--- config.mk ---
export PLATFORM = sky130hd
export DESIGN_NAME = memref_arbiter
export DESIGN_NICKNAME = d
export VERILOG_FILES = /design/src/rtl/memref_arb_pkg.sv /design/src/rtl/memref_rr_picker.sv /design/src/rtl/memref_arbiter.sv
export SDC_FILE = /design/constraint.sdc
export NUM_CORES = 1
export LEC_CHECK = 0
export ABC_AREA = 1
export BUFFER_PORTS_ARGS = -buffer_cell sky130_fd_sc_hd__buf_2
export CAP_MARGIN = 20
export CORE_AREA = 2 2 101 103
export DETAILED_ROUTE_END_ITERATION = 8
export DIE_AREA = 0 0 103 105
export PLACE_DENSITY = 0.64
export SYNTH_ARGS = -nofsm -noshare
export SYNTH_HDL_FRONTEND = slang
export SYNTH_SLANG_ARGS = --single-unit
export TNS_END_PERCENT = 30
--- constraint.sdc ---
create_clock -name clk -period 2.22 [get_ports clk]
set_clock_uncertainty 0.15 [all_clocks]
set_input_delay 0.111 -clock clk [delete_from_list [all_inputs] [get_ports clk]]
set_output_delay 0.111 -clock clk [all_outputs]
set_load 0.02 [all_outputs]
--- src/rtl/memref_arb_pkg.sv ---
// Shared constants and types for the memory-reference arbiter and its
// round-robin picker.
package memref_arb_pkg;

  localparam int DEF_NUM_REQ = 4;
  localparam int ID_W        = $clog2(DEF_NUM_REQ);

  typedef logic [ID_W-1:0] req_id_t;

endpackage

--- src/rtl/memref_rr_picker.sv ---
// Combinational round-robin picker: the first active requester at or after
// ptr (wrapping) wins and is reported one-hot and as an index.
module memref_rr_picker
  import memref_arb_pkg::*;
#(
  parameter int NUM_REQ = DEF_NUM_REQ
) (
  input  logic [NUM_REQ-1:0]         active,
  input  logic [$clog2(NUM_REQ)-1:0] ptr,
  output logic [NUM_REQ-1:0]         grant,
  output logic [$clog2(NUM_REQ)-1:0] idx,
  output logic                       any
);

  localparam int         IW  = $clog2(NUM_REQ);
  localparam logic [IW:0] N_W = (IW+1)'(NUM_REQ);

  logic [IW:0]   sum;
  logic [IW-1:0] cand;
  logic          hit;

  // Walk the ring from ptr; sum carries one extra bit so the wrap also works
  // for non-power-of-two requester counts.
  always_comb begin
    grant = '0;
    idx   = '0;
    any   = 1'b0;
    sum   = '0;
    cand  = '0;
    hit   = 1'b0;
    for (int k = 0; k < NUM_REQ; k++) begin
      sum  = {1'b0, ptr} + (IW+1)'(k);
      sum  = (sum >= N_W) ? (sum - N_W) : sum;
      cand = sum[IW-1:0];
      hit  = !any && active[cand];
      idx  = hit ? cand : idx;
      any  = any | hit;
    end
    grant[idx] = any;
  end

endmodule

--- src/rtl/memref_arbiter.sv ---
// Round-robin arbiter sharing one 1-cycle-latency memory among NUM_REQ
// requesters, with a 1-deep read tag pipe and a sticky protocol-error flag.
module memref_arbiter
  import memref_arb_pkg::*;
#(
  parameter int NUM_REQ = DEF_NUM_REQ,
  parameter int WIDTH   = 32,
  parameter int SIZE    = 8
) (
  input  logic                                  clk,
  input  logic                                  rst,
  input  logic [NUM_REQ-1:0]                    req_rd_en,
  input  logic [NUM_REQ-1:0]                    req_wr_en,
  input  logic [NUM_REQ-1:0][$clog2(SIZE)-1:0]  req_addr,
  input  logic [NUM_REQ-1:0][WIDTH-1:0]         req_din,
  output logic [NUM_REQ-1:0]                    grant,
  output logic [NUM_REQ-1:0]                    rsp_valid,
  output logic [WIDTH-1:0]                      rsp_dout,
  output logic                                  mem_rd_en,
  output logic                                  mem_wr_en,
  output logic [$clog2(SIZE)-1:0]               mem_addr,
  output logic [WIDTH-1:0]                      mem_din,
  input  logic                                  mem_dout_valid,
  input  logic [WIDTH-1:0]                      mem_dout,
  output logic                                  err
);

  localparam int            IW      = $clog2(NUM_REQ);
  localparam logic [IW-1:0] LAST_ID = IW'(NUM_REQ - 1);

  logic [NUM_REQ-1:0] active;
  logic [NUM_REQ-1:0] pick_grant;
  logic [IW-1:0]      pick_idx;
  logic               pick_any;
  logic               gnt_rd;
  logic               gnt_wr;

  logic [IW-1:0] ptr_q, ptr_d;
  logic          pend_q, pend_d;
  logic [IW-1:0] tag_q, tag_d;
  logic          err_q, err_d;

  // Masking requests during reset keeps every grant-derived output quiet.
  assign active = rst ? '0 : (req_rd_en | req_wr_en);

  memref_rr_picker #(
    .NUM_REQ (NUM_REQ)
  ) u_picker (
    .active (active),
    .ptr    (ptr_q),
    .grant  (pick_grant),
    .idx    (pick_idx),
    .any    (pick_any)
  );

  // Memory-side muxing, response steering and next-state for ptr/tag/err.
  always_comb begin
    gnt_rd    = pick_any & req_rd_en[pick_idx];
    gnt_wr    = pick_any & req_wr_en[pick_idx];
    grant     = pick_grant;
    mem_wr_en = gnt_wr;
    mem_rd_en = gnt_rd & ~gnt_wr;
    mem_addr  = pick_any ? req_addr[pick_idx] : '0;
    mem_din   = pick_any ? req_din[pick_idx]  : '0;

    rsp_dout         = mem_dout;
    rsp_valid        = '0;
    rsp_valid[tag_q] = pend_q & mem_dout_valid & ~rst;

    ptr_d  = pick_any ? ((pick_idx == LAST_ID) ? '0 : (pick_idx + IW'(1))) : ptr_q;
    pend_d = mem_rd_en;
    tag_d  = mem_rd_en ? pick_idx : tag_q;
    // Conflicting enables, unsolicited data and a missing response all latch.
    err_d  = err_q
           | (gnt_rd & gnt_wr)
           | (mem_dout_valid & ~pend_q)
           | (pend_q & ~mem_dout_valid);
  end

  // State registers; reset drops any in-flight read tag.
  always_ff @(posedge clk or posedge rst) begin
    if (rst) begin
      ptr_q  <= '0;
      pend_q <= 1'b0;
      tag_q  <= '0;
      err_q  <= 1'b0;
    end else begin
      ptr_q  <= ptr_d;
      pend_q <= pend_d;
      tag_q  <= tag_d;
      err_q  <= err_d;
    end
  end

  assign err = err_q;

endmodule

==> flow_summary.yaml <==
critical_path:
  path_class: "reg -> out"
  setup.worst_path.start_class: "flop"
  cp-end-kind: "output port"
  worst-path-max-fanout: 8
  critical_path_required_ns: 1.96
  crit_arrival_ns: 2.38
clock_tree:
  cts_sinks: 6
  cts_tree: "done"
  clockRootBuffer: "sky130_fd_sc_hd__clkbuf_8"
  clock_latency_ns: 0.22
  cts-root-to-sink-buffers: 2
  tritoncts.num_buffers: 3
  clock_tree.htree_level_count: 1
  clock_transition_at_the_registers_of_the_reported_paths_ns: 0.04
finish:
  drive_gt1_share_pct: 54.9
  finalNetCount: 814
  multi_input_comb_area_um2: 1910
  final_cells: 758
  nFillCells: 1039
  regArea_um2: 151
  area_growth_pct: 84.0
  insertedDiodeCount: 0
floorplan:
  initial_core_util_pct: 23.5
  die_width_um: 103
  die_height_um: 105
  rows: 36
  io-pin-count: 261
  floorplan.core_area_um2: 9640
  die-area_um2: 10800
sta:
  setup_repair_after_global_routing_missed_its_margin: "true"
  finalCritPeriodShare_pct: 119
  max_slew.worst_pin.slew_ns: 0.290
  hold_viol: 0
  fmax_mhz: 379
  final.min_clock_period_ns: 2.64
  layout_setup_ws_ns: -0.421
  fin_tns_setup_ns: -14.97
  finalSetupViolCount: 46
  slew_headroom_pct: 80.7
  slew_violations: 0
placed_design:
  port_buffers: 196
  dp_hpwl_um: 7250
  placement.setup.worst_slack_ns: -0.218
  finalWeightedCongestion: 0.871
  dp_cells: 741
drt:
  drc: 0
  average_routed_wire_per_standard_cell_um: 13.3
  num_vias: 3468
  route.detailed.vias_per_inst: 4.58
  detail_route.wirelength.met1_um: 3810
  routed_wl_um: 10100
  ant_nets: 0
  route.top_layer_used: "met4"
  drt_pre_antenna_iters: 4
  drt_first_iter_violations: 162
  dr_wl_met3_um: 803
  dr_wl_met2_um: 5200
grt:
  grt_start_max_net_pins: 33
  first_global_vias: 3162
  grt_pass1_wl_um: 14000
  global_router_s_overall_resource_usage_pct: 15.7
  grt.overflow.total: 0
  antenna_violations_before_repair: 0
synth:
  synthArstFlopShare_pct: 100
  synth-simple-area-share_pct: 41.0
  post_synth_fa_ha_maj_area_fraction_pct: 2.21
  seq_area_frac_synth_pct: 6.64
  synth_enable_flop_cells: 0
  synth.yosys.warnings: 0
  synthesis.area_per_instance_um2: 5.26
  synthesis.instances: 430
  netlist_area_um2: 2260
  netlist-cell-type-count: 27
  yosys.area_share.xor_xnor_pct: 1.60
  synth.net_count: 617
  complex_gate_fraction_of_the_synthesized_area_pct: 24.5
  synth_top_family_by_area: "simple AND/OR/NAND/NOR gates"
  postSynthRegisterBits: 6
  synth_mux_area_share_pct: 0
  synth_flop_cell: "sky130_fd_sc_hd__dfrtp_1"
run_status:
  violations: "negative setup slack"
  outcome: "finished with violations"
hold_path:
  hp-class: "in -> reg"
flow_run:
  maxCapViolations: 0
[cells in the final DEF (no fill, tap or decap), types with 5 or more instances in the layout]
| cell | n |
|---|---|
| sky130_fd_sc_hd__a21oi_1 | 26 |
| sky130_fd_sc_hd__buf_4 | 63 |
| sky130_fd_sc_hd__buf_2 | 157 |
| sky130_fd_sc_hd__nand3_4 | 5 |
| sky130_fd_sc_hd__nand3_2 | 7 |
| sky130_fd_sc_hd__nor2_4 | 7 |
| sky130_fd_sc_hd__a21oi_2 | 11 |
| sky130_fd_sc_hd__dfrtp_1 | 5 |
| sky130_fd_sc_hd__buf_12 | 8 |
| sky130_fd_sc_hd__nor2_2 | 26 |
| sky130_fd_sc_hd__buf_8 | 6 |
| sky130_fd_sc_hd__inv_1 | 16 |
| sky130_fd_sc_hd__buf_6 | 13 |
| sky130_fd_sc_hd__nand2_1 | 22 |
| sky130_fd_sc_hd__o21ai_0 | 16 |
| sky130_fd_sc_hd__nand3_1 | 14 |
| sky130_fd_sc_hd__nor2_1 | 120 |
| sky130_fd_sc_hd__o21ai_1 | 54 |
| sky130_fd_sc_hd__nand2_2 | 14 |
[final timing paths]
kind	startpoint	to	slack [ns]	cells after the start
worst max-delay path	ptr_q[0]	mem_din[11]	-0.42	16
worst min-delay path	mem_dout_valid	err	0.07	4
worst max register to register	ptr_q[0]	ptr_q[1]	-0.08	13
worst min register to register	err	err	0.33	2
max in group asynchronous	rst	tag_q[0]	1.26	4
min in group asynchronous	rst	ptr_q[1]	0.53	4
[area by class of cell]
class	instances	share of cell area, %
multi-input cells	342	46.0
repair buffers	252	42.5
well taps	133	4.00
flip-flops and latches	6	3.64
inverters	21	2.50
clock buffers	3	0.992
repair inverters	1	0.391
[kinds of logic (layout without fill, tap and decap cells)]
family | Yosys count | in the layout
adders and majority gates | 4 | 4
buffers and inverters | 82 | 277
xor gates and xnor gates | 2 | 2
and+or+nand+nor | 226 | 226
DFF | 6 | 6
AOI/OAI and AO/OA | 110 | 110
[metal layers]
metal  GRT usage (%)  vias to the layer above
met2            29.4                      159
met1            18.5                     1528
met4            3.57                        0
met3            2.07                       28
met5               0                        -
li1                -                     1753
[through the flow]
| step | hold slack (ns) | cell area, um2 | util (%) |
|---|---|---|---|
| floorplan | -0.232 | 2300 | - |
| global placement | 0.0611 | 3410 | 35.4 |
| detailed placement | 0.0595 | 3410 | 35.4 |
| CTS | 0.0721 | 3670 | 38.1 |
| global route | 0.0720 | 4160 | 43.2 |
| finish | 0.0697 | 4160 | 43.2 |
[critical path, stage by stage, from the launching register on]
cell and delay, ns:
sky130_fd_sc_hd__dfrtp_1 0.39, sky130_fd_sc_hd__buf_6 0.16, sky130_fd_sc_hd__clkinv_8 0.07, sky130_fd_sc_hd__nand3_4 0.09, sky130_fd_sc_hd__nand2_2 0.10, sky130_fd_sc_hd__nand2_2 0.06
sky130_fd_sc_hd__nand2_2 0.08, sky130_fd_sc_hd__nand4_1 0.13, sky130_fd_sc_hd__nand2_2 0.15, sky130_fd_sc_hd__nand2_8 0.11, sky130_fd_sc_hd__clkinv_8 0.12, sky130_fd_sc_hd__buf_12 0.13
sky130_fd_sc_hd__nor2_1 0.04, sky130_fd_sc_hd__nor2_1 0.08, sky130_fd_sc_hd__o21ai_1 0.07, sky130_fd_sc_hd__a21oi_1 0.18, sky130_fd_sc_hd__buf_4 0.17
[timing repair]
action / CTS / global route
pin swaps: 5 / 41
buffers inserted: 2 / 6
gates resized for setup: 56 / 111
endpoints found under the setup margin: 46 / 47
cloned: 1 / 4
hold buffers: 1 / 0
endpoints found under the hold margin: 6 / 0
[cells in the mapped netlist (5+ instances only)]
cell type | instances | share of area, %
sky130_fd_sc_hd__nand2_1 | 36 | 6.0
sky130_fd_sc_hd__o21ai_1 | 41 | 9.1
sky130_fd_sc_hd__clkbuf_1 | 5 | 0.83
sky130_fd_sc_hd__buf_4 | 36 | 12
sky130_fd_sc_hd__buf_2 | 8 | 1.8
sky130_fd_sc_hd__nand3_1 | 24 | 5.3
sky130_fd_sc_hd__buf_6 | 11 | 5.5
sky130_fd_sc_hd__o21ai_0 | 31 | 6.9
sky130_fd_sc_hd__nor2_1 | 150 | 25
sky130_fd_sc_hd__a21oi_1 | 37 | 8.2
sky130_fd_sc_hd__inv_1 | 18 | 3.0
sky130_fd_sc_hd__dfrtp_1 | 6 | 6.6
[sequential cells by signal, summed over array words and instances, names as in the netlist]
register,count
err,1
pend_q,1
ptr_q,2
tag_q,2
Power is not shown: default switching activity piles up to over one toggle a cycle in this logic, so the estimate is an artifact.
